File: src/rtl/ingress_pkt_writer_if.sv
// Bundles the ingress word stream, memory port A, the descriptor channel and
// the release channel of the ingress packet writer.
interface ingress_pkt_writer_if #(
  parameter int MEM_SIZE      = 512,
  parameter int DATA_WIDTH    = 20,
  parameter int MAX_PKT_WORDS = 64
);
  localparam int ADDR_W = $clog2(MEM_SIZE);
  localparam int LEN_W  = $clog2(MAX_PKT_WORDS) + 1;
  localparam int FREE_W = $clog2(MEM_SIZE) + 1;

  logic                  in_valid;
  logic                  in_sop;
  logic                  in_eop;
  logic [DATA_WIDTH-1:0] in_data;
  logic [ADDR_W-1:0]     mem_addr;
  logic [DATA_WIDTH-1:0] mem_wdata;
  logic                  mem_we;
  logic                  desc_valid;
  logic                  desc_ready;
  logic [ADDR_W-1:0]     desc_addr;
  logic [LEN_W-1:0]      desc_len;
  logic                  rel_valid;
  logic [LEN_W-1:0]      rel_len;
  logic [FREE_W-1:0]     free_words;
  logic [15:0]           drop_cnt;

  modport master (
    output in_valid, in_sop, in_eop, in_data, desc_ready, rel_valid, rel_len,
    input  mem_addr, mem_wdata, mem_we, desc_valid, desc_addr, desc_len,
           free_words, drop_cnt
  );

  modport slave (
    input  in_valid, in_sop, in_eop, in_data, desc_ready, rel_valid, rel_len,
    output mem_addr, mem_wdata, mem_we, desc_valid, desc_addr, desc_len,
           free_words, drop_cnt
  );
endinterface

File: src/rtl/ingress_pkt_writer.sv
// Writes admitted ingress packets into a circular region of the packet memory,
// emits one (start, length) descriptor per packet and drops what cannot be stored.
module ingress_pkt_writer #(
  parameter int MEM_SIZE      = 512,
  parameter int DATA_WIDTH    = 20,
  parameter int MAX_PKT_WORDS = 64,
  parameter int DESC_DEPTH    = 8
) (
  input logic                clk,
  input logic                rst_n,
  ingress_pkt_writer_if.slave bus
);
  localparam int ADDR_W = $clog2(MEM_SIZE);
  localparam int LEN_W  = $clog2(MAX_PKT_WORDS) + 1;
  localparam int FREE_W = $clog2(MEM_SIZE) + 1;
  localparam int SUM_W  = FREE_W + 2;
  localparam int DPTR_W = $clog2(DESC_DEPTH);
  localparam int DCNT_W = DPTR_W + 1;

  typedef enum logic [1:0] {IDLE, WRITE, DROP} state_t;

  state_t                state, state_next;
  logic [ADDR_W-1:0]     wr_ptr, wr_ptr_next, pkt_start, pkt_start_next, base_ptr;
  logic [LEN_W-1:0]      len, len_next;
  logic [FREE_W-1:0]     free_words, free_next;
  logic [SUM_W-1:0]      free_eff, free_sum;
  logic [15:0]           drop_cnt, drop_next;
  logic [16:0]           drop_sum;
  logic [1:0]            drop_inc;
  logic                  write, rollback, eval_sop, admit, push, fifo_full, pop;

  logic                  mem_we_q;
  logic [ADDR_W-1:0]     mem_addr_q;
  logic [DATA_WIDTH-1:0] mem_wdata_q;

  logic                  push_valid;
  logic [ADDR_W-1:0]     push_addr;
  logic [LEN_W-1:0]      push_len;
  logic [ADDR_W-1:0]     desc_addr_mem [DESC_DEPTH];
  logic [LEN_W-1:0]      desc_len_mem  [DESC_DEPTH];
  logic [DPTR_W-1:0]     rd_ptr, wr_idx;
  logic [DCNT_W-1:0]     desc_count;

  // A pending push counts as occupied so an admitted packet always finds a slot.
  assign fifo_full = ((DCNT_W+1)'(desc_count) + (DCNT_W+1)'(push_valid)) >= (DCNT_W+1)'(DESC_DEPTH);
  assign pop       = (desc_count != '0) && bus.desc_ready;

  always_comb begin
    state_next     = state;
    len_next       = len;
    pkt_start_next = pkt_start;
    write          = 1'b0;
    rollback       = 1'b0;
    eval_sop       = 1'b0;
    push           = 1'b0;
    drop_inc       = 2'd0;

    if (bus.in_valid) begin
      case (state)
        WRITE: begin
          if (bus.in_sop) begin
            rollback = 1'b1;
            drop_inc = 2'd1;
            eval_sop = 1'b1;
          end else if (len == LEN_W'(MAX_PKT_WORDS)) begin
            rollback   = 1'b1;
            drop_inc   = 2'd1;
            state_next = bus.in_eop ? IDLE : DROP;
          end else begin
            write    = 1'b1;
            len_next = len + 1'b1;
            if (bus.in_eop) begin
              push       = 1'b1;
              state_next = IDLE;
            end
          end
        end
        DROP: begin
          if (bus.in_sop) begin
            eval_sop = 1'b1;
          end else if (bus.in_eop) begin
            state_next = IDLE;
          end
        end
        default: eval_sop = bus.in_sop;
      endcase
    end

    // A rolled-back packet gives its words back before the new sop is judged.
    base_ptr = rollback ? pkt_start : wr_ptr;
    free_eff = SUM_W'(free_words) + (rollback ? SUM_W'(len) : SUM_W'(0));
    admit    = (free_eff >= SUM_W'(MAX_PKT_WORDS)) && !fifo_full;

    if (eval_sop) begin
      if (admit) begin
        write          = 1'b1;
        pkt_start_next = base_ptr;
        len_next       = LEN_W'(1);
        push           = bus.in_eop;
        state_next     = bus.in_eop ? IDLE : WRITE;
      end else begin
        drop_inc   = drop_inc + 2'd1;
        state_next = bus.in_eop ? IDLE : DROP;
      end
    end

    wr_ptr_next = base_ptr + ADDR_W'(write);
    free_sum    = SUM_W'(free_words)
                + (bus.rel_valid ? SUM_W'(bus.rel_len) : SUM_W'(0))
                + (rollback ? SUM_W'(len) : SUM_W'(0))
                - SUM_W'(write);
    free_next   = (free_sum > SUM_W'(MEM_SIZE)) ? FREE_W'(MEM_SIZE) : free_sum[FREE_W-1:0];
    drop_sum    = {1'b0, drop_cnt} + 17'(drop_inc);
    drop_next   = drop_sum[16] ? 16'hFFFF : drop_sum[15:0];
  end

  always_ff @(posedge clk or negedge rst_n) begin
    if (!rst_n) begin
      state       <= IDLE;
      wr_ptr      <= '0;
      pkt_start   <= '0;
      len         <= '0;
      free_words  <= FREE_W'(MEM_SIZE);
      drop_cnt    <= '0;
      mem_we_q    <= 1'b0;
      mem_addr_q  <= '0;
      mem_wdata_q <= '0;
      push_valid  <= 1'b0;
      push_addr   <= '0;
      push_len    <= '0;
    end else begin
      state      <= state_next;
      wr_ptr     <= wr_ptr_next;
      pkt_start  <= pkt_start_next;
      len        <= len_next;
      free_words <= free_next;
      drop_cnt   <= drop_next;
      mem_we_q   <= write;
      if (write) begin
        mem_addr_q  <= base_ptr;
        mem_wdata_q <= bus.in_data;
      end
      push_valid <= push;
      push_addr  <= pkt_start_next;
      push_len   <= len_next;
    end
  end

  // The push is delayed one cycle so the descriptor trails the last memory write.
  always_ff @(posedge clk or negedge rst_n) begin
    if (!rst_n) begin
      for (int i = 0; i < DESC_DEPTH; i++) begin
        desc_addr_mem[i] <= '0;
        desc_len_mem[i]  <= '0;
      end
      rd_ptr     <= '0;
      wr_idx     <= '0;
      desc_count <= '0;
    end else begin
      if (push_valid) begin
        desc_addr_mem[wr_idx] <= push_addr;
        desc_len_mem[wr_idx]  <= push_len;
        wr_idx                <= wr_idx + 1'b1;
      end
      if (pop) begin
        rd_ptr <= rd_ptr + 1'b1;
      end
      if (push_valid && !pop) begin
        desc_count <= desc_count + 1'b1;
      end else if (!push_valid && pop) begin
        desc_count <= desc_count - 1'b1;
      end
    end
  end

  assign bus.mem_we     = mem_we_q;
  assign bus.mem_addr   = mem_addr_q;
  assign bus.mem_wdata  = mem_wdata_q;
  assign bus.desc_valid = (desc_count != '0);
  assign bus.desc_addr  = desc_addr_mem[rd_ptr];
  assign bus.desc_len   = desc_len_mem[rd_ptr];
  assign bus.free_words = free_words;
  assign bus.drop_cnt   = drop_cnt;

endmodule

File: src/flat_wrapper.sv
// flat-port wrapper written by rule: the top's interface ports become plain ports
module ingress_pkt_writer_flat 
#(
  parameter int MEM_SIZE      = 512,
  parameter int DATA_WIDTH    = 20,
  parameter int MAX_PKT_WORDS = 64,
  parameter int DESC_DEPTH    = 8
)
  (clk, rst_n, bus_in_valid, bus_in_sop, bus_in_eop, bus_in_data, bus_desc_ready, bus_rel_valid, bus_rel_len, bus_mem_addr, bus_mem_wdata, bus_mem_we, bus_desc_valid, bus_desc_addr, bus_desc_len, bus_free_words, bus_drop_cnt);
  ingress_pkt_writer_if #(.MEM_SIZE(MEM_SIZE), .DATA_WIDTH(DATA_WIDTH), .MAX_PKT_WORDS(MAX_PKT_WORDS)) bus_i ();
  input logic clk;
  input logic rst_n;
  input wire logic [$bits(bus_i.in_valid)-1:0] bus_in_valid;
  input wire logic [$bits(bus_i.in_sop)-1:0] bus_in_sop;
  input wire logic [$bits(bus_i.in_eop)-1:0] bus_in_eop;
  input wire logic [$bits(bus_i.in_data)-1:0] bus_in_data;
  input wire logic [$bits(bus_i.desc_ready)-1:0] bus_desc_ready;
  input wire logic [$bits(bus_i.rel_valid)-1:0] bus_rel_valid;
  input wire logic [$bits(bus_i.rel_len)-1:0] bus_rel_len;
  output wire logic [$bits(bus_i.mem_addr)-1:0] bus_mem_addr;
  output wire logic [$bits(bus_i.mem_wdata)-1:0] bus_mem_wdata;
  output wire logic [$bits(bus_i.mem_we)-1:0] bus_mem_we;
  output wire logic [$bits(bus_i.desc_valid)-1:0] bus_desc_valid;
  output wire logic [$bits(bus_i.desc_addr)-1:0] bus_desc_addr;
  output wire logic [$bits(bus_i.desc_len)-1:0] bus_desc_len;
  output wire logic [$bits(bus_i.free_words)-1:0] bus_free_words;
  output wire logic [$bits(bus_i.drop_cnt)-1:0] bus_drop_cnt;
  assign bus_i.in_valid = bus_in_valid;
  assign bus_i.in_sop = bus_in_sop;
  assign bus_i.in_eop = bus_in_eop;
  assign bus_i.in_data = bus_in_data;
  assign bus_i.desc_ready = bus_desc_ready;
  assign bus_i.rel_valid = bus_rel_valid;
  assign bus_i.rel_len = bus_rel_len;
  assign bus_mem_addr = bus_i.mem_addr;
  assign bus_mem_wdata = bus_i.mem_wdata;
  assign bus_mem_we = bus_i.mem_we;
  assign bus_desc_valid = bus_i.desc_valid;
  assign bus_desc_addr = bus_i.desc_addr;
  assign bus_desc_len = bus_i.desc_len;
  assign bus_free_words = bus_i.free_words;
  assign bus_drop_cnt = bus_i.drop_cnt;
  ingress_pkt_writer #(.MEM_SIZE(MEM_SIZE), .DATA_WIDTH(DATA_WIDTH), .MAX_PKT_WORDS(MAX_PKT_WORDS), .DESC_DEPTH(DESC_DEPTH)) u_core (.clk(clk), .rst_n(rst_n), .bus(bus_i));
endmodule
File: config.mk
export PLATFORM = sky130hd
export DESIGN_NAME = ingress_pkt_writer_flat
export DESIGN_NICKNAME = d
export VERILOG_FILES = /design/src/rtl/ingress_pkt_writer_if.sv /design/src/rtl/ingress_pkt_writer.sv /design/src/flat_wrapper.sv
export SDC_FILE = /design/constraint.sdc
export NUM_CORES = 1
export LEC_CHECK = 0
export ABC_AREA = 1
export BUFFER_PORTS_ARGS = -buffer_cell sky130_fd_sc_hd__buf_2
export CORE_MARGIN = 2
export CORE_UTILIZATION = 50
export CTS_CLUSTER_DIAMETER = 50
export CTS_CLUSTER_SIZE = 40
export DETAILED_ROUTE_END_ITERATION = 16
export GPL_TIMING_DRIVEN = 0
export PLACE_DENSITY = 0.71
export REMOVE_ABC_BUFFERS = 1
export SETUP_SLACK_MARGIN = 0.3
export SLEW_MARGIN = 0
export SYNTH_ARGS = -nofsm -noshare
export SYNTH_HDL_FRONTEND = slang
export SYNTH_SLANG_ARGS = --single-unit
File: constraint.sdc
create_clock -name clk -period 6.2 [get_ports clk]
set_input_delay 0 -clock clk [delete_from_list [all_inputs] [get_ports clk]]
set_output_delay 0 -clock clk [all_outputs]
set_load 0.02 [all_outputs]
; ---- Word level (Yosys, flattened, before mapping)
; Index checks and enable logic that the tools add are counted.
[totals]
register_bits = 222
latch_bits = 0
ramBits = 0
rom_bits = 0
in_bits = 34
output_inout_bits = 73
elab_cells = 131
n_memories = 0
[classes]
addsub = 13
multipliers = 0
n_div = 0
magnitude_cmp = 6
eq_ne = 5
shifts = 0
mux = 61
bitwise = 2
reduce_logical = 15
[op_table]
columns = operator, n
row1 = $mux 7, 11
row2 = $bwmux 72, 1
row3 = $bwmux 56, 1
row4 = $mux 9, 4
row5 = $bmux 9 s3, 1
row6 = $demux 9 s3, 1
row7 = $mux 2, 13
row8 = $add 10x12->12, 2
row9 = $mux 1, 22
row10 = $bmux 7 s3, 1
row11 = $demux 7 s3, 1
row12 = $add 16x2->17, 1
row13 = $mux 16, 1
row14 = $add 12x12->12, 1
row15 = $ge 12x7->1 const B, 1
row16 = $gt 12x10->1 const B, 1
row17 = $sub 12x1->12, 1
row18 = $mux 10, 1
row19 = $add 9x1->9, 1
row20 = $ge 4x4->1 const B, 2
row21 = $mux 4, 2
row22 = $not 3->4, 2
row23 = $add 7x1->7 const B, 1
row24 = $eq 7x7->1 const B, 1
row25 = other kinds (19), 28

; ---- Depth between registers and ports, before layout
; Gate-level depths: netlist of run 1.
[logic_depth]
ltp_word = 14
depth_mapped = 46
ltp_nobuf = 43

; ---- Least setup slack after synthesis of run 1
; No wires, ideal clock.
[synth_timing]
path_type = flip-flop to flip-flop
from = reg u_core.len[1]
to = reg u_core.free_words[0] (netlist: u_core.bus.free_words[0])
t_arrival_ps = 5568
slack_ps = 558
path_stages_with_launch = 43
n_path_buf = 3
period_less_slack_ps = 5642
path_cell_list = dfrtp_1 > clkinv_1 > ha_1 > nand2_1 > inv_1 > nand3_2 > nand2_4 > inv_1 > nor2_1 > buf_2 > inv_1 > buf_2 > nor2_1 > ha_1 > a21oi_1 > nor2_1 > a21oi_1 > nand3_1 > [7 not listed] > fa_1 > ha_1 > inv_1 > fa_1 > inv_1 > nand2_1 > nand2_1 > a21oi_1 > o21ai_0 > a21oi_1 > o21bai_1 > xor2_1 > inv_1 > o21ai_0 > nand2_1 > nor2_1 > nand2_1 > nor2_1
[synth_via]
elab_chain_cells = 14
word_cells_on_any_way = 19
classes_between = add/sub (3) / order compare (2) / eq/ne (1) / mux (12) / reduce/logical (1)
[synth_lines]
columns = item, line
row1 = "start, declared", ingress_pkt_writer.sv:24  ; logic [LEN_W-1:0] len, len_next;
row2 = "start signal, assigned", ingress_pkt_writer.sv:135  ; len <= len_next;
row3 = $eq 7x7->1, ingress_pkt_writer.sv:65  ; end else if (len == LEN_W'(MAX_PKT_WORDS)) begin
row4 = $mux 1, ingress_pkt_writer.sv:65
row5 = $mux 1, ingress_pkt_writer.sv:61  ; if (bus.in_sop) begin
row6 = $mux 1, ingress_pkt_writer.sv:59  ; case (state)
row7 = $mux 1, ingress_pkt_writer.sv:58  ; if (bus.in_valid) begin
row8 = $mux 7, ingress_pkt_writer.sv:91  ; free_eff = SUM_W'(free_words) + (rollback ? SUM_W'(len) : SUM_W'(0));
row9 = $add 10x12->12, ingress_pkt_writer.sv:91
row10 = $ge 12x7->1, ingress_pkt_writer.sv:92  ; admit = (free_eff >= SUM_W'(MAX_PKT_WORDS)) && !fifo_full;
row11 = $logic_and 1x1->1, ingress_pkt_writer.sv:92
row12 = $mux 1, ingress_pkt_writer.sv:95  ; if (admit) begin
row13 = $mux 1 (*), ingress_pkt_writer.sv:94  ; if (eval_sop) begin
row14 = via u_core.write, ingress_pkt_writer.sv:30  ; logic write, rollback, eval_sop, admit, push, fifo_full, pop;
row15 = $sub 12x1->12 (*), ingress_pkt_writer.sv:111  ; - SUM_W'(write);
row16 = $gt 12x10->1, ingress_pkt_writer.sv:112  ; free_next = (free_sum > SUM_W'(MEM_SIZE)) ? FREE_W'(MEM_SIZE) : free_sum[FREE_W-1:0];
row17 = $mux 10 (*), ingress_pkt_writer.sv:112
row18 = via u_core.free_next[0], ingress_pkt_writer.sv:25  ; logic [FREE_W-1:0] free_words, free_next;
row19 = "end signal, assigned", ingress_pkt_writer.sv:123  ; free_words <= FREE_W'(MEM_SIZE);
row20 = "end signal, assigned", ingress_pkt_writer.sv:136  ; free_words <= free_next;
row21 = "end, declared", ingress_pkt_writer.sv:25
; Mark *: on every way through the listed nets, which the timed path passes. The rest lies on a longest branch.
; A chain may end at the register's enable or synchronous reset.

; ---- Final worst setup path of run 1
[layout_timing]
from = reg u_core.len[0]
to = reg u_core.free_words[0] (netlist: u_core.bus.free_words[0])
[layout_via]
elab_chain_cells = 14
word_cells_on_any_way = 19
classes_between = add/sub (3) / order compare (2) / eq/ne (1) / mux (12) / reduce/logical (1)
[layout_lines]
columns = item, line
row1 = $eq 7x7->1, ingress_pkt_writer.sv:65
row2 = $mux 1, ingress_pkt_writer.sv:65
row3 = $mux 1, ingress_pkt_writer.sv:61
row4 = $mux 1, ingress_pkt_writer.sv:59
row5 = $mux 1, ingress_pkt_writer.sv:58
row6 = $mux 7, "ingress_pkt_writer.sv:91, ingress_pkt_writer.sv:110"
row7 = $add 10x12->12, ingress_pkt_writer.sv:91
row8 = $ge 12x7->1, ingress_pkt_writer.sv:92
row9 = $logic_and 1x1->1, ingress_pkt_writer.sv:92
row10 = $mux 1, ingress_pkt_writer.sv:95
row11 = $mux 1, ingress_pkt_writer.sv:94
row12 = $sub 12x1->12 (*), ingress_pkt_writer.sv:111
row13 = $gt 12x10->1, ingress_pkt_writer.sv:112
row14 = $mux 10 (*), ingress_pkt_writer.sv:112
row15 = via u_core.free_next[0], ingress_pkt_writer.sv:25
; Marked as above.

==> results summary, run 1 <==
The flow ran to the end, and the final reports show no timing, DRC or antenna violations. The chip height is 153 um. The number of buffers between clock root and the deepest sink came out at 3. The synthesized netlist cell count came out at 1334. The min-delay analysis places its worst path in the category in -> reg. The worst-case hold slack is 0.188 ns.

The number of port buffers is 106. The die is 153 um wide. The mapped cell area came out at 0.0111 mm2.

The final layout contains 1557 nets. The biggest area contributor in the post-synthesis netlist is sky130_fd_sc_hd__dfrtp_1. The proportion of layout cells with a drive suffix above 1 came out at 18.0%. Clock-pin slew was measured on the worst setup and hold paths at 0.08 ns. The total leakage power is 6.68 nW. In this run the remaining antenna-violating nets after routing total 0. In this run the critical register-to-register path is captured at u_core.bus.free_words[0]$_DFF_PN0_. The async set-or-reset flop fraction in the synthesized netlist came out at 100%. Ranked by total cell area, the synthesized netlist is headed by sky130_fd_sc_hd__dfrtp_1 (50%), sky130_fd_sc_hd__nand2_1 (11%), sky130_fd_sc_hd__o21ai_0 (8.5%).

Among all flip-flop cells after synthesis, the most frequent one is sky130_fd_sc_hd__dfrtp_1. The number of enable-type register cells in the synthesized netlist came out at 0. The detailed placement HPWL came out at 16.0 mm. The yosys synthesis warning count came out at 0. The final instance area came out at 0.0136 mm2. The total power per unit cell area came out at 486 mW/mm2. Among all stages on the critical path, the largest delay is contributed by sky130_fd_sc_hd__fa_1. The worst clock skew came out at 0.0297 ns. The count of clock tree sinks is 222. TritonCTS built the clock tree. After synthesis, the most frequently instantiated cells are sky130_fd_sc_hd__nand2_1 (312), sky130_fd_sc_hd__dfrtp_1 (221), sky130_fd_sc_hd__o21ai_0 (190). The count of pins on the block boundary is 107. The total overflow left after global routing is 0. For hold timing, the worst endpoint is u_core.bus.mem_wdata[14]$_DFFE_PN0P_. The flop-to-flop setup slack is 0.49 ns. Summed over its instances, the top area cell type makes up 49.6% of the synthesized netlist area. The initial antenna violation count came to 0. The standard cell area after detailed placement came out at 0.0119 mm2. After floorplanning, the core was divided into 54 placement rows. The setup-violating endpoint count in the final report came out at 0.

The CTS buffer count came out at 24. The starting utilization of the core area is 51.1%. The routed wire length per instance came out at 15.6 um. The via count of the first global-routing pass came out at 8965. For this run, design rule violations remaining after detail routing come to 0.

The aggregate global-route resource usage came out at 23.0%. The critical path in this run is classified as reg -> reg. The startpoint type of the worst setup path is a flop. The area share of fa/ha/maj cells after synthesis is 5.84%.

The area added between synthesis and finish came out at 22.0%. The number of placed instances, taps included, is 1661. The clock tree root buffer cell is sky130_fd_sc_hd__clkbuf_16. STA classifies the critical path endpoint as a flop.

At the end of routability-driven placement, the weighted congestion stood at 0.831. The via-per-instance ratio is 5.41. Fill cells in the final layout number 1797. The maximum clock rate came out at 0.175 GHz.

The clock latency at the later pin of the worst-skew pair came out at 0.54 ns. The critical path data arrival time is 6.16 ns. In this run the worst setup path begins at u_core.len[0]$_DFF_PN0_. The complex-gate fraction of the synthesized area came out at 14.2%. The routed layout has 9584 vias. STA puts the critical path data required time at 6.66 ns. The sequential fraction of the synthesis area came out at 49.9%. The first-pass iteration count of the detailed router is 5. The finished layout holds 1773 standard cells, fillers aside. The count of antenna diodes in the layout came out at 0. By instance count, the leading cell after synthesis is sky130_fd_sc_hd__nand2_1. The cell count of the worst hold path came out at 4. The largest family of logic cells by synthesized area is simple AND/OR/NAND/NOR gates. The number of synthesized register bits is 222. The largest incremental delay on the critical path is 0.54 ns. The DRC violation total after the first TritonRoute iteration came out at 655. The number of distinct library cell variants in the gate-level netlist after synthesis is 44.

The total negative setup slack came out at 0 ns. The worst hold path begins at bus_in_data[14]. The average footprint of a synthesized cell came out at 8.35 um2. The count of max-cap constraint violations came out at 0. The worst register-to-register path begins at u_core.len[0]$_DFF_PN0_.

For this block, the routed nets add up to 27.6 mm of wire. The count of final hold-check violations came out at 0. The worst slew slack as a fraction of its limit came out at 9.71%. Multiplexer cells account for 0.101% of the synthesized area.

The first global-routing pass estimated 45.1 mm of wire. Setup repair after global routing left no endpoint under its margin. The die covers 0.0235 mm2.

VDD sags by at most 286 uV. The final clock period utilization by the worst path came out at 92.0%. The simple-gate share of the synthesized area is 20.9%. In this run the number of H-tree levels came out at 1. The depth of the most critical reg-to-reg path is 39. The post-layout utilization of the core came out at 62.3%. The total count of max-transition violations in the final report is 0. The maximum fanout encountered on the critical timing path came out at 8.

The transition time at the pin with the least slew margin came out at 1.35 ns. Entering global routing, the biggest net connects 92 pins. The region available for standard cell placement spans 0.0218 mm2. The post-layout minimum cycle time came out at 5.71 ns. The xor/xnor share of the synthesized area is 2.51%.
-- per-stage QoR --
step	total power (W)	setup WS (ns)
after floorplan	0.00399	-0.0567
after global placement	0.00472	-1.72
after detailed placement	0.00478	-1.87
after CTS	0.00645	0.303
after global routing	0.00708	0.191
final	0.00660	0.495
-- worst max-delay path, delay by kind of cell (launching register included) --
family	cells	cell delay, ns
simple gates	18	1.78
fa+ha+maj	5	1.48
compound gates	7	0.93
buf+inv	8	0.73
flops	1	0.44
xor+xnor	1	0.21
-- metal layers --
| layer | wire length (um) | vias up | share of wire (%) | GRT usage (%) |
|---|---|---|---|---|
| met2 | 13200 | 286 | 48 | 37.9 |
| met3 | 1500 | 38 | 5.4 | 3.60 |
| li1 | - | 4661 | - | - |
| met4 | 466 | 0 | 1.7 | 5.29 |
| met5 | 0 | - | 0 | 0 |
| met1 | 12400 | 4599 | 45 | 32.1 |
-- final cells by class --
type / instances / area [um2] / share of cell area (%)
Clock inverter: 17 / 215 / 1.58
Clock buffer: 25 / 604 / 4.45
Inverter: 127 / 493 / 3.63
Tap cell: 280 / 350 / 2.58
Timing Repair Buffer: 176 / 1220 / 8.95
Sequential cell: 222 / 5560 / 40.9
Multi-Input combinational cell: 926 / 5150 / 37.9
-- cells by family after synthesis --
kind of cell / count (synthesis)
AND/OR/NAND/NOR: 563
AO/OA/AOI/OAI: 280
flip-flops: 222
adder cells (fa/ha/maj): 46
buffers and inverters: 190
multiplexers: 1
XOR/XNOR: 32
-- registers in the layout, summed over array words and instances (netlist names) --
| register | cells |
|---|---|
| u_core.bus.drop_cnt | 16 |
| u_core.desc_len_mem | 56 |
| u_core.bus.mem_we | 1 |
| u_core.push_valid | 1 |
| u_core.desc_count | 4 |
| u_core.bus.mem_addr | 9 |
| u_core.bus.free_words | 10 |
| u_core.rd_ptr | 3 |
| u_core.pkt_start | 9 |
| u_core.state | 2 |
| u_core.wr_ptr | 9 |
| u_core.len | 7 |
| u_core.bus.mem_wdata | 20 |
| u_core.desc_addr_mem | 72 |
| u_core.wr_idx | 3 |
-- layout by cell type (no fill, tap or decap), types with 19 or more instances in the layout --
cell type and n:
sky130_fd_sc_hd__nand2_1 307, sky130_fd_sc_hd__dfrtp_1 217, sky130_fd_sc_hd__o21ai_0 187, sky130_fd_sc_hd__nor2_1 141
sky130_fd_sc_hd__inv_1 116, sky130_fd_sc_hd__buf_2 105, sky130_fd_sc_hd__nand3_1 55, sky130_fd_sc_hd__buf_4 36
sky130_fd_sc_hd__ha_1 31, sky130_fd_sc_hd__dlygate4sd3_1 28, sky130_fd_sc_hd__clkbuf_16 24, sky130_fd_sc_hd__xor2_1 20
sky130_fd_sc_hd__o211ai_1 19
-- worst max path at each step --
stage / end / cells after the start
finish: u_core.bus.free_words[0]$_DFF_PN0_ / 39
floorplan: u_core.bus.free_words[0]$_DFF_PN0_ / 43
global route: u_core.bus.free_words[1]$_DFF_PN0_ / 40
global placement: u_core.bus.free_words[3]$_DFF_PN0_ / 43
CTS: u_core.bus.free_words[3]$_DFF_PN0_ / 40
detailed placement: u_core.bus.free_words[3]$_DFF_PN0_ / 43
-- report_power, final --
part,switching (W),internal [W]
clock,0.000686,0.000761
combinational,0.00169,0.00108
sequential,0.000478,0.00191
-- repair_timing --
action / CTS / global route
pin swaps: 11 / 32
hold endpoints to repair: 170 / 0
hold buffers: 29 / 0
endpoints found under the setup margin: 26 / 26
cloned: 4 / 0
gates resized for setup: 23 / 49
setup buffers: 18 / 19
No activity file was read; power rests on OpenSTA's default activity.
==> run 2: changes to the inputs <==
- CORE_UTILIZATION: 50 -> 55
- PLACE_DENSITY: 0.71 -> 0.77
==> run 2 against run 1 <==
Count of clock-buffer cells in the layout is 1 higher. Non-clock buffer count is 10 lower. Sequential cell count stayed put. Utilization is 4.9 points higher. Register-to-register slack better by 0.06 ns. Global-route usage is 2.4 points higher. Power is 1.2% higher. Wire length is 0.22% lower. Die area is 8.9% lower. Largest power group unchanged. First-iteration DRC count is 18% higher.
==> results summary, run 2 (synthesis gave the netlist of run 1 again) <==
The post-layout net count came out at 1548 (was 1557). The via-per-instance ratio is 5.53 (was 5.41). The area of the core region came out at 0.0200 mm2 (was 0.0218 mm2).

The CTS buffer count is 25 (was 24). The routed wire length per instance is 15.7 um (was 15.6 um). The family with the most delay on the worst path is simple AND/OR/NAND/NOR gates (unchanged).

The horizontal die dimension is 146 um (was 153 um). The worst slew slack as a fraction of its limit is 11.3% (was 9.71%). The worst clock skew came out at 0.0263 ns (was 0.0297 ns). The number of buffer and inverter stages on the critical path is 8 (unchanged). The aggregate global-route resource usage is 25.3% (was 23.0%). The area of combinational cells with multiple inputs is 0.00508 mm2 (was 0.00515 mm2). The detailed placement HPWL came out at 15.9 mm (was 16.0 mm). The commonest non-fill, non-tap cell in the layout is sky130_fd_sc_hd__nand2_1 (unchanged).

The largest incremental delay on the critical path came out at 0.49 ns (was 0.54 ns). The area enclosed by the die boundary is 0.0214 mm2 (was 0.0235 mm2). RSZ-0062 raised after global routing: no (unchanged). The number of port buffers is 106 (unchanged). The total count of max-transition violations in the final report is 0 (unchanged). The level count of the clock H-tree is 1 (unchanged). The count of max-cap constraint violations came out at 0 (unchanged).

The count of clock tree sinks is 222 (unchanged). The count of antenna diodes in the layout is 0 (unchanged). The first-pass iteration count of the detailed router came to 5 (unchanged). The DRC violation total after the first TritonRoute iteration came out at 770 (was 655). The kind of end point of the critical path is a flop (unchanged). The global-route wire length before repair was 44.9 mm (was 45.1 mm). The count of final hold-check violations came out at 0 (unchanged). The via count of the first global-routing pass is 9152 (was 8965). The maximum number of pins on one net before global-route repair came out at 113 (was 92). The number of flip-flops under the largest register name came out at 72 (unchanged). The total power per unit cell area is 496 mW/mm2 (was 486 mW/mm2). The register ranked first by flip-flop count is u_core.desc_addr_mem (unchanged). The worst-case hold slack is 0.127 ns (was 0.188 ns). The residual overflow from global routing came to 0 (unchanged).

Most frequent cells in the layout: sky130_fd_sc_hd__nand2_1 (309), sky130_fd_sc_hd__dfrtp_1 (217), sky130_fd_sc_hd__o21ai_0 (188) (was sky130_fd_sc_hd__nand2_1 (307), sky130_fd_sc_hd__dfrtp_1 (217), sky130_fd_sc_hd__o21ai_0 (187)). The chip height was 146 um (was 153 um). The total leakage power is 6.64 nW (was 6.68 nW). The number of vias after detailed routing is 9711 (was 9584). The count of fill cells added during filler insertion came out at 1616 (was 1797). The global placer's final weighted congestion came out at 0.880 (was 0.831). The startpoint type of the worst setup path is a flop (unchanged). The maximum clock rate was 0.177 GHz (was 0.175 GHz). The critical path data arrival time is 6.10 ns (was 6.16 ns). The maximum fanout encountered on the critical timing path came out at 8 (unchanged).

The post-layout minimum cycle time is 5.65 ns (was 5.71 ns). The required arrival time at the worst endpoint is 6.65 ns (was 6.66 ns). Run status: finished, final reports clean (unchanged). The worst hold path class is in -> async (was in -> reg). The final wirelength is 27.5 mm (was 27.6 mm).

The setup-violating endpoint count in the final report is 0 (unchanged). The cell with the biggest individual delay on the critical path is sky130_fd_sc_hd__fa_1 (unchanged). The most numerous cell type found on the critical path is sky130_fd_sc_hd__nand2_1. The DRC violation count after routing was 0 (unchanged). The initial antenna violation count came out at 0 (unchanged).

The total negative setup slack is 0 ns (unchanged). The critical path class is reg -> reg (unchanged). The clock tree root buffer cell was sky130_fd_sc_hd__clkbuf_16 (unchanged). The number of nets still failing antenna checks after routing is 0 (unchanged). The transition time at the pin with the least slew margin came out at 1.33 ns (was 1.35 ns). The maximum ir drop on the vdd rail is 469 uV (was 286 uV). The clock tree from TritonCTS is built (unchanged). The count of pins on the block boundary is 107 (unchanged). The final clock period utilization by the worst path came to 91.1% (was 92.0%). The sequential cell area is 0.00556 mm2 (about the same). The clock latency at the later pin of the worst-skew pair came to 0.54 ns (about the same). The number of cell rows came out at 52 (was 54). The proportion of layout cells with a drive suffix above 1 came out at 16.9% (was 18.0%).

The clock transition at the registers of the reported paths is 0.07 ns (was 0.08 ns). The area added between synthesis and finish came out at 20.9% (was 22.0%). The starting utilization of the core area came out at 55.6% (was 51.1%). The number of buffers between clock root and the deepest sink is 3 (unchanged).
## run 2: stage by stage
| stage | std cells | total power (W) | instance area (um2) | setup WS, ns | utilization [%] |
|---|---|---|---|---|---|
| global route | 1757 | 0.00715 | 13500 | 0.250 | 67.2 |
| global placement | 1647 | 0.00470 | 11800 | -1.69 | 58.7 |
| floorplan | 1271 | 0.00399 | 10900 | -0.0567 | - |
| detailed placement | 1652 | 0.00478 | 11900 | -1.84 | 59.2 |
| finish | 1757 | 0.00668 | 13500 | 0.550 | 67.2 |
| CTS | 1743 | 0.00657 | 13200 | 0.328 | 66.1 |
## run 2: worst reg2reg max path: cells and delay by family, from the launching register on
kind	cells	cell delay (ns)
AO/OA/AOI/OAI	5	0.64
XOR/XNOR	1	0.24
adder cells (fa/ha/maj)	6	1.46
buffers and inverters	8	0.66
flip-flops	1	0.44
AND/OR/NAND/NOR	23	2.14
## run 2: cell type report
type | instances | share of cell area [%]
multi-input combinational | 926 | 37.7
timing repair buffer | 166 | 8.23
clock buffer | 26 | 4.75
tap | 270 | 2.51
inverter | 127 | 3.64
clock inverter | 20 | 1.87
sequential | 222 | 41.3
## run 2: path summary, 6_finish.rpt
check	end	depth (start not counted)	startpoint	slack [ns]
min reg2reg	u_core.desc_len_mem[38]$_DFFE_PN0P_	2	u_core.desc_len_mem[38]$_DFFE_PN0P_	0.48
max reg2reg	u_core.bus.free_words[4]$_DFF_PN0_	43	u_core.len[1]$_DFF_PN0_	0.55
max in group asynchronous	u_core.len[1]$_DFF_PN0_	3	rst_n	5.00
max	u_core.bus.free_words[4]$_DFF_PN0_	43	u_core.len[1]$_DFF_PN0_	0.55
min	u_core.desc_addr_mem[22]$_DFFE_PN0P_	2	rst_n	0.13
min in group clk	u_core.bus.mem_wdata[18]$_DFFE_PN0P_	4	bus_in_data[18]	0.19
## run 2: repair_timing
item / CTS / global route
hold endpoints to repair: 142 / 0
gates cloned: 4 / 0
gates resized for setup: 22 / 29
setup endpoints to repair: 26 / 26
pin swaps: 10 / 17
buffers inserted: 15 / 14
hold buffers: 26 / 0
## run 2: layer usage
metal	share of wire (%)	track usage, %	wire length (um)	vias up
met4	2.3	7.38	629	0
met5	0	0	0	-
met3	5.9	3.56	1640	55
li1	-	-	-	4642
met2	49	42.0	13400	306
met1	43	35.1	11900	4708
## run 2: power breakdown
part           internal (W)  total (W)  switching (W)
Sequential          0.00191    0.00235       0.000442
Clock              0.000912    0.00158       0.000671
Combinational       0.00105    0.00275        0.00170
